File: src/rtl/regbank_pkg.sv
// regbank_pkg: shared constants and helpers for the regbank_rdmux slice.
//   DEPTH_DEF/WIDTH_DEF/NUM_RD_DEF : default geometry (32 x 8, 2 read ports)
//   range_ok(addr, depth)           : 1 when addr indexes a real register
//   slice_lo(idx, w)                : low bit of element idx in a flattened bus
package regbank_pkg;

  localparam int DEPTH_DEF  = 32;
  localparam int WIDTH_DEF  = 8;
  localparam int NUM_RD_DEF = 2;

  function automatic logic range_ok(input int unsigned addr, input int unsigned depth);
    return addr < depth;
  endfunction

  function automatic int unsigned slice_lo(input int unsigned idx, input int unsigned w);
    return idx * w;
  endfunction

endpackage

File: src/rtl/regbank_rdport.sv
// regbank_rdport: one registered read port of the register bank.
// Index mux, range check, write-forwarding compare and the data/valid/err flops.
// Ports:
//   clk, rst_n          clock, async active-low reset
//   rd_en, rd_addr      read request for this port
//   regs                full storage array from the top (read-only here)
//   wr_en/addr/data     write port, used only for same-cycle forwarding
//   rd_data/valid/err   registered response, 1-cycle latency
// Build option: REGBANK_FWD_EN selects same-cycle write bypass; without it a
// read racing a write to the same register returns the old contents.
module regbank_rdport
  import regbank_pkg::*;
#(
  parameter int DEPTH = DEPTH_DEF,
  parameter int WIDTH = WIDTH_DEF,
  parameter int AW    = $clog2(DEPTH)
) (
  input  logic                        clk,
  input  logic                        rst_n,
  input  logic                        rd_en,
  input  logic [AW-1:0]               rd_addr,
  input  logic [DEPTH-1:0][WIDTH-1:0] regs,
  input  logic                        wr_en,
  input  logic [AW-1:0]               wr_addr,
  input  logic [WIDTH-1:0]            wr_data,
  output logic [WIDTH-1:0]            rd_data,
  output logic                        rd_valid,
  output logic                        rd_err
);

`ifdef REGBANK_FWD_EN
  localparam bit FWD_EN = 1'b1;
`else
  localparam bit FWD_EN = 1'b0;
`endif

  logic             in_range;
  logic             fwd_hit;
  logic [WIDTH-1:0] mux_data;
  logic [WIDTH-1:0] data_nxt;

  assign in_range = range_ok(32'(rd_addr), DEPTH);

  // Compare-and-select rather than regs[rd_addr]: DEPTH need not be a power
  // of two, so an out-of-range index must never reach the array select.
  always_comb begin
    mux_data = '0;
    for (int i = 0; i < DEPTH; i++)
      if (rd_addr == AW'(i)) mux_data = regs[i];
  end

  // wr_addr is compared without its own range check: a forwarding hit only
  // matters when rd_addr is in range, and then the two addresses are equal.
  assign fwd_hit  = FWD_EN && wr_en && (wr_addr == rd_addr);
  assign data_nxt = !in_range ? '0 : (fwd_hit ? wr_data : mux_data);

  always_ff @(posedge clk or negedge rst_n) begin
    if (!rst_n) begin
      rd_data  <= '0;
      rd_valid <= 1'b0;
      rd_err   <= 1'b0;
    end else begin
      rd_valid <= rd_en;
      rd_err   <= rd_en & ~in_range;
      if (rd_en) rd_data <= data_nxt;
    end
  end

endmodule

File: src/rtl/regbank_rdmux.sv
// regbank_rdmux: DEPTH x WIDTH register bank, one synchronous write port and
// NUM_RD independent registered read ports (1-cycle latency, no arbitration).
// Ports:
//   clk, rst_n                 clock, async active-low reset (clears storage too)
//   wr_en, wr_addr, wr_data    write port; out-of-range writes are dropped
//   rd_en[NUM_RD]              per-port read request
//   rd_addr[NUM_RD*AW]         port p at [p*AW +: AW]
//   rd_data[NUM_RD*WIDTH]      port p at [p*WIDTH +: WIDTH], registered
//   rd_valid[NUM_RD]           one-cycle strobe per accepted read
//   rd_err[NUM_RD]             with rd_valid when the address was >= DEPTH
// Build option: REGBANK_FWD_EN enables same-cycle write-to-read forwarding.
module regbank_rdmux
  import regbank_pkg::*;
#(
  parameter  int DEPTH  = DEPTH_DEF,
  parameter  int WIDTH  = WIDTH_DEF,
  parameter  int NUM_RD = NUM_RD_DEF,
  localparam int AW     = $clog2(DEPTH)
) (
  input  logic                    clk,
  input  logic                    rst_n,
  input  logic                    wr_en,
  input  logic [AW-1:0]           wr_addr,
  input  logic [WIDTH-1:0]        wr_data,
  input  logic [NUM_RD-1:0]       rd_en,
  input  logic [NUM_RD*AW-1:0]    rd_addr,
  output logic [NUM_RD*WIDTH-1:0] rd_data,
  output logic [NUM_RD-1:0]       rd_valid,
  output logic [NUM_RD-1:0]       rd_err
);

  logic [DEPTH-1:0][WIDTH-1:0] regs;
  logic                        wr_ok;

  assign wr_ok = wr_en && range_ok(32'(wr_addr), DEPTH);

  always_ff @(posedge clk or negedge rst_n) begin
    if (!rst_n) begin
      regs <= '0;
    end else if (wr_ok) begin
      for (int i = 0; i < DEPTH; i++)
        if (wr_addr == AW'(i)) regs[i] <= wr_data;
    end
  end

  for (genvar p = 0; p < NUM_RD; p++) begin : g_rd
    regbank_rdport #(
      .DEPTH (DEPTH),
      .WIDTH (WIDTH),
      .AW    (AW)
    ) u_port (
      .clk      (clk),
      .rst_n    (rst_n),
      .rd_en    (rd_en[p]),
      .rd_addr  (rd_addr[slice_lo(p, AW) +: AW]),
      .regs     (regs),
      .wr_en    (wr_en),
      .wr_addr  (wr_addr),
      .wr_data  (wr_data),
      .rd_data  (rd_data[slice_lo(p, WIDTH) +: WIDTH]),
      .rd_valid (rd_valid[p]),
      .rd_err   (rd_err[p])
    );
  end

endmodule

File: config.mk
export PLATFORM = sky130hd
export DESIGN_NAME = regbank_rdmux
export DESIGN_NICKNAME = d
export VERILOG_FILES = /design/src/rtl/regbank_pkg.sv /design/src/rtl/regbank_rdport.sv /design/src/rtl/regbank_rdmux.sv
export SDC_FILE = /design/constraint.sdc
export NUM_CORES = 1
export LEC_CHECK = 0
export CORE_MARGIN = 8
export CORE_UTILIZATION = 60
export CTS_CLUSTER_DIAMETER = 50
export CTS_CLUSTER_SIZE = 40
export DETAILED_ROUTE_END_ITERATION = 6
export HOLD_SLACK_MARGIN = 0.15
export PLACE_DENSITY = 0.78
export SLEW_MARGIN = 25
export SYNTH_ARGS = -nofsm -noshare
export SYNTH_HDL_FRONTEND = slang
export SYNTH_HIERARCHICAL = 1
export SYNTH_SLANG_ARGS = --single-unit
File: constraint.sdc
create_clock -name clk -period 4.9 [get_ports clk]
set_input_delay 0.98 -clock clk [delete_from_list [all_inputs] [get_ports clk]]
set_output_delay 0.98 -clock clk [all_outputs]
set_load 0.05 [all_outputs]
## After elaboration in Yosys (flattened, before gate mapping)

Cells that the tools add are included.
W data, S select, Z words.

- Muxes and demuxes: 64
- Equal/unequal tests: 93
- Reductions and logical operators: 35

Operator list:

| cell | number |
|---|---|
| $mux W8 | 64 |
| $eq A5 B5 Y1 const B | 48 |
| $eq A5 B4 Y1 const B | 24 |
| $reduce_and A2 Y1 | 32 |
| $eq A5 B3 Y1 const B | 12 |
| $eq A5 B2 Y1 const B | 6 |
| $eq A5 B1 Y1 const B | 3 |
| $logic_not A5 Y1 | 3 |

- Flip-flop bits (word level): 274
- Bits of input ports: 28

## Depth between registers and ports, before layout

Gate-level depths: netlist of the first run.

- Depth after elaboration: 33
- Mapped depth: 10

## Modules after synthesis

Netlist of the first run, hierarchy kept.

Modules (own cells, without submodules):

| module | area an instance (µm²) | times used | cells an instance |
|---|---|---|---|
| regbank_rdmux | 9,719.3 | 1 | 594 |
| regbank_rdport | 3,862.5 | 2 | 535 |

## Worst setup path before layout of the first run

OpenSTA, ideal clock, no wires.

- Path type: in2reg
- Start: input port rd_addr[1]
- End: register g_rd[0].u_port.rd_data[5]
- Arrival time: 2,324 ps
- Setup time: 134 ps
- Buffers on the path: 3
- Setup slack: 2,441 ps
- Stages on the path: 8
- Data required time: 4,766 ps
- Cells stage by stage: buf_6 > buf_6 > buf_4 > o21bai_1 > a311oi_2 > o2111ai_1 > a2111oi_1 > nor3_1

- Word-level cells in the longest chain between the ends: 33
- Elaborated cells on any way between the ends: 64
- Classes of those cells: eq/ne: 31; mux: 32; reduce/logical: 1

Ends and longest elaborated chain:

| item | RTL line | text |
|---|---|---|
| from (decl) | regbank_rdmux.sv:26 | `input logic [NUM_RD*AW-1:0] rd_addr,` |
| $logic_not A5 Y1 | regbank_rdport.sv:49 | `if (rd_addr == AW'(i)) mux_data = regs[i];` |
| $mux W8 (31 in a row) | regbank_rdport.sv:49 |  |
| $mux W8 * | regbank_rdport.sv:49 |  |
| to (signal assigned) | regbank_rdport.sv:65 | `if (rd_en) rd_data <= data_nxt;` |
| to (decl) | regbank_rdport.sv:26 | `output logic [WIDTH-1:0] rd_data,` |

Every way passes the cells marked *; elsewhere a longest branch is shown, timed or not.
A chain may end at the register's enable or synchronous reset.

## Final worst setup path of the first run

- Start: input port rd_addr[8]
- End: register g_rd[1].u_port.rd_data[0]

- Word-level cells in the longest chain between the ends: 33
- Elaborated cells on any way between the ends: 64
- Classes of those cells: eq/ne: 31; mux: 32; reduce/logical: 1

Ends and longest elaborated chain:

| item | RTL line |
|---|---|
| $logic_not A5 Y1 | regbank_rdport.sv:49 |
| $mux W8 (31 in a row) | regbank_rdport.sv:49 |
| $mux W8 * | regbank_rdport.sv:49 |
| to (signal assigned) | regbank_rdport.sv:65 |
| to (decl) | regbank_rdport.sv:26 |

Marks and branches as above.

==> results of run 1 <==
## cell type report
class	instances	area share, %
well taps	384	2.547
flip-flops and latches	274	36.34
clock inverters	23	1.366
repair buffers	101	4.669
multi-input cells	1208	50.34
clock buffers	33	4.258
inverters	24	0.4775
## layout by cell type, fill, tap and decap left out, types with 8 or more instances in the layout
cell type and instances:
mux2_2 294, dfrtp_1 274, a21oi_1 98, nor2_1 91, nand2_1 73, mux2i_1 70
o21ai_0 56, buf_4 55, nor3_1 38, o22ai_1 38, clkdlybuf4s50_1 34, nand2b_1 32
clkbuf_16 31, nor2b_1 30, o221ai_1 26, nand3_1 23, inv_1 22, nand3b_1 22
a22oi_1 22, o32ai_1 18, a211oi_1 16, nor2_2 14, a31oi_1 14, mux4_2 12
o31ai_1 12, a22o_1 10, o211ai_1 10, or3_1 9, a221oi_1 8, a21o_1 8
a32oi_1 8, a221o_1 8
## worst register-to-register path, cell delays in order (launching register included)
cell       delay (ps)
dfrtp_1           430
mux2i_1           180
o21ai_1            90
a311oi_1          660
o2111ai_1         280
a211oi_1          800
o31ai_1           180
## power groups by stage
stage,Combinational [µW],Sequential [µW],Clock (µW)
final,1730,3180,2400
after global routing,1790,3190,2500
after CTS,1660,3130,2410
after detailed placement,1650,3160,0
after global placement,1600,3130,0
after floorplan,1090,3050,0
## flip-flops by register name, summed over array words and instances (netlist names)
| name | count |
|---|---|
| regs | 256 |
| g_rd.u_port/rd_data | 16 |
| g_rd.u_port/rd_valid | 2 |
## per-layer routing
metal | vias to the layer above | global-route usage (%) | share of wire (%)
met3 | 410 | 16.42 | 15
met2 | 1532 | 59.19 | 40
li1 | 6264 | - | -
met5 | - | 0 | 0.085
met4 | 4 | 22.97 | 7.0
met1 | 7986 | 57.33 | 37
## how the worst max path moves through the flow
stage | startpoint | endpoint | slack (ps) | cells past startpoint
floorplan | rd_addr[1] | g_rd[0].u_port/rd_data[5]$_DFFE_PN0P_ | 2440 | 8
global placement | rd_addr[3] | g_rd[0].u_port/rd_data[0]$_DFFE_PN0P_ | 370 | 8
detailed placement | rd_addr[8] | g_rd[1].u_port/rd_data[0]$_DFFE_PN0P_ | 390 | 7
CTS | rd_addr[8] | g_rd[1].u_port/rd_data[0]$_DFFE_PN0P_ | 980 | 7
global route | rd_addr[8] | g_rd[1].u_port/rd_data[0]$_DFFE_PN0P_ | 680 | 7
finish | rd_addr[8] | g_rd[1].u_port/rd_data[0]$_DFFE_PN0P_ | 490 | 7
## kinds of logic after synthesis
| kind of cell | share of synthesized area, % |
|---|---|
| compound gates | 17.59 |
| other cells | 0.04305 |
| simple gates | 12.27 |
| flops | 39.31 |
| mux | 24.54 |
| buf+inv | 6.247 |
## per-stage QoR
step | cell area (µm²) | setup slack, ps | cells | total power (µW)
3_5_place_dp | 17810 | 387.8 | 1991 | 4810
6_report | 18870 | 485.0 | 2047 | 7309
2_1_floorplan | 17440 | 2441 | 1664 | 4135
3_3_place_gp | 17810 | 370.9 | 1991 | 4732
4_1_cts | 18870 | 983.3 | 2047 | 7199
5_1_grt | 18870 | 682.3 | 2047 | 7478
==> results.cfg, run 1 <==
[status]
outcome = complete, no violations

[finish]
regArea_um2 = 6857
fin_nets = 1668
fin_util_pct = 65.73
num_antenna_cells = 0
multi_input_comb_area_um2 = 9498
drive_above_1_share_pct = 28.26
area_delta_synth_final_pct = 8.155
fillerInstances = 2198

[critical_path]
cp.arrival_ps = 4830
reg2reg_from = regs[80]$_DFFE_PN0P_
critical-path-top-delay-family = compound AO/OA/AOI/OAI gates
r2r-end = g_rd[1].u_port/rd_data[0]$_DFFE_PN0P_
cp.required_ps = 5320
critPathBufInv = 1
start_kind = input port
r2r.worst_path.cells = 6
crit_slowest_cell = clkdlybuf4s50_1
crit_path_max_incr_delay_ps = 970
cp_cell_sequence = clkdlybuf4s50_1 > nor3b_4 > o21ai_1 > a311oi_1 > o2111ai_1 > a211oi_1 > o31ai_1
r2r_setup_slack_ps = 2110
end_kind = flop
path_max_fanout = 18
path_class = in2reg

[grt]
grt_max_degree = 102
antenna_found_initial = 2
grt_util_all_layers_pct = 42.89
grt_overflow = 0
first_global_vias = 15440
grt_pass1_wl_um = 111200

[yosys]
synth_flop_cell = dfrtp_1
synth_top_area_share_pct = 39.31
synth_edf_count = 0
ys_seq_elements = 274
synth.net_count = 1692
yosysMostFrequentCell = mux2_2
synthCells = 1664
synth_largest_area_cell = dfrtp_1
ys_async_sr_fraction_pct = 100.0
synth_area_leaders = dfrtp_1 (39%), mux2_2 (19%), mux2i_1 (4.0%), a21oi_1 (2.8%), nor2_1 (2.0%)
synthTopCellsByCount = mux2_2 (294), dfrtp_1 (274), a21oi_1 (98), nor2_1 (91), nand2_1 (73)
synth_area_per_cell_um2 = 10.48
syn-cell-area_um2 = 17440
netlist-cell-type-count = 80
yosys_warnings = 6
seq_area_frac_synth_pct = 39.31

[place]
gp_congestion = 1.069
hpwlAfterDp_um = 52840
port_buffers = 45

[clock_network]
postCtsResizedCells = 0
cts_made_buffers = 31
postCtsSetupBuffers = 0
cts_max_path_buffers = 3
clk_pin_slew_ps = 80
cts_htree_levels = 1
worstSkewPairLatency_ps = 590
cts_tree = built
root_buffer = clkbuf_16
clock-sinks = 274
cts-hold-fix-buffers = 0

[timing]
finClkSkew_ps = 21.06
min_period_ps = 4415
setup_viol = 0
fmax_mhz = 226.5
worst_slew_pin_slew_ps = 1048
timing.final.crit_share_pct = 90.10
rsz0062_at_grt = no
tns_ps = 0
slew_headroom_pct = 29.99
hold_viol = 0
drv_slew = 0
holdWs_ps = 421.6

[power]
p_sw_uw = 2616
clkPwrFrac_pct = 32.8
seq_power_share_pct = 43.5
ir_drop_uv = 480.5
p_int_uw = 4693
power_frac_comb_pct = 23.7
power_switching_share_pct = 35.79
powerDensity_nw_per_um2 = 387.4
p_leak_uw = 0.007903

[floorplan]
io_pins = 48
die_h_um = 186.5
core_um2 = 28700
fp-row-count = 62
die-area_um2 = 34790
initial_utilization_pct = 60.78
fp.dieW_um = 186.5

[routing]
finalWirelength_um = 77800
drc = 0
vias = 16200
ant_nets = 0
via_per_inst = 7.912
first_pass_iters = 7
wire_per_inst_um = 38.01
drt_iter0_markers = 3052

[job]
max-cap-violations = 0

[worst_hold_path]
min_path_type = in2async
Power figures use the tool's default switching activity.
==> run 2: changes to the inputs <==
CORE_ASPECT_RATIO = 0.5   (was default)
==> run 2 against run 1 <==
Effect of this change: setup slack gained 220 ps; combinational power is essentially flat; wire length rose by 0.17%; clock-buffer cell count decreased by 7; clock power fell by 11%; maximum frequency up 5.2%; critical endpoint is now g_rd[0].u_port/rd_data[3]$_DFFE_PN0P_; first-iteration DRC count shrank 11%; sequential cell count is the same; register-to-register slack got worse by 250 ps; largest cell class unchanged.
==> results.cfg, run 2 (same netlist as run 1, synthesis figures left out) <==
[status]
outcome = complete, no violations

[finish]
layout_commonest_cell = mux2_2
fillerInstances = 2263
design_area_um2 = 18780
drive_above_1_share_pct = 28.07
finalNonFillerCells = 2058
top_register = regs
top_regs = regs: 256 flops, g_rd.u_port/rd_data: 16 flops, g_rd.u_port/rd_valid: 2 flops
layout_common_cells = mux2_2 (294), dfrtp_1 (274), a21oi_1 (98)
largest_register_ffs = 256
area_delta_synth_final_pct = 7.682
fin_nets = 1671

[grt]
first_global_vias = 15500
grtUsageMet1_pct = 57.80
met3_usage_pct = 19.86
antenna_found_initial = 6
grt_max_degree = 126
grt_pass1_wl_um = 111300
busiest_layer = met2
grt_overflow = 0
grt_util_all_layers_pct = 43.32
gr-usage-met2_pct = 61.42

[place]
hpwlAfterDp_um = 54100
place_inst = 2007
place_area_um2 = 17880
port_buffers = 45
gp_congestion = 1.089

[critical_path]
cp.required_ps = 5320
path_class = in2reg
end_kind = flop
path_max_fanout = 52
cp.arrival_ps = 4610
start_kind = input port

[routing]
vias = 16210
first_pass_iters = 7
via_per_inst = 7.877
drt_iter0_markers = 2702
ant_nets = 0
wire_per_inst_um = 37.87
drc = 0
finalWirelength_um = 77930

[timing]
drv_slew = 0
setup_viol = 0
finClkSkew_ps = 19.80
fmax_mhz = 238.4
slew_headroom_pct = 22.54
tns_ps = 0
worst_slew_pin_slew_ps = 1158
rsz0062_at_grt = no
timing.final.crit_share_pct = 85.61
hold_viol = 0
min_period_ps = 4195

[floorplan]
core_um2 = 28790
die-area_um2 = 35120
io_pins = 48
fp.dieW_um = 257.1
die_h_um = 136.6
initial_utilization_pct = 60.59
fp-row-count = 44

[clock_network]
postCtsResizedCells = 0
worstSkewPairLatency_ps = 570
cts_htree_levels = 1
cts_made_buffers = 24
postCtsSetupBuffers = 0
cts_max_path_buffers = 3
clk_pin_slew_ps = 90
cts_tree = built
cts-hold-fix-buffers = 0
root_buffer = clkbuf_16
clock-sinks = 274

[power]
p_int_uw = 4499
clkPwrFrac_pct = 30.1
powerDensity_nw_per_um2 = 376.1
p_leak_uw = 0.007861
ir_drop_uv = 404.0
p_sw_uw = 2567
power_switching_share_pct = 36.33
seq_power_share_pct = 45.1
power_frac_comb_pct = 24.7

[worst_hold_path]
min_path_type = in2async

[job]
max-cap-violations = 0
## run 2: stage by stage
| stage | worst slack (ps) | utilization, % | hold slack [ps] | total power, µW |
|---|---|---|---|---|
| finish | 705.2 | 65.24 | 326.7 | 7066 |
| global route | 670.1 | 65.18 | 357.9 | 7207 |
| CTS | 1061 | 65.08 | 528.5 | 6931 |
| detailed placement | 490.1 | 62.10 | 509.6 | 4843 |
| global placement | 478.2 | 62.08 | 484.2 | 4769 |
| floorplan | 2441 | - | 484.2 | 4135 |
## run 2: path summary, 6_finish.rpt
kind	cells past startpoint	from	to	slack [ps]
max	7	rd_addr[0]	g_rd[0].u_port/rd_data[3]$_DFFE_PN0P_	710
min	1	rst_n	regs[18]$_DFFE_PN0P_	330
max reg2reg	5	regs[179]$_DFFE_PN0P_	g_rd[0].u_port/rd_data[3]$_DFFE_PN0P_	1860
min reg2reg	1	regs[181]$_DFFE_PN0P_	regs[181]$_DFFE_PN0P_	540
max in group asynchronous	2	rst_n	regs[180]$_DFFE_PN0P_	3610
min in group clk	1	regs[181]$_DFFE_PN0P_	regs[181]$_DFFE_PN0P_	540
## run 2: critical path: stages
cell and delay, ps:
buf_4 660, buf_4 460, mux4_2 550, a21oi_1 530, o221ai_1 380, a21oi_1 770
o22ai_1 200
## run 2: metal layers
layer,vias up,share of wire (%)
met3,326,17
met5,-,0.045
li1,6277,-
met4,4,4.9
met2,1574,40
met1,8029,38
## run 2: cell type report
class	instances	area, µm²	share of cell area, %
repair buffers	111	968.4	5.156
diodes	7	17.52	0.09325
flip-flops and latches	274	6857	36.50
multi-input cells	1208	9504	50.60
inverters	24	90.09	0.4796
well taps	391	489.2	2.604
clock buffers	26	629.4	3.350
clock inverters	17	229.0	1.219
## run 2: power by group through the flow
stage	logic [µW]	registers (µW)	clock network (µW)
finish	1750	3190	2130
global route	1810	3200	2190
CTS	1670	3140	2120
detailed placement	1660	3180	0
global placement	1620	3150	0
floorplan	1090	3050	0
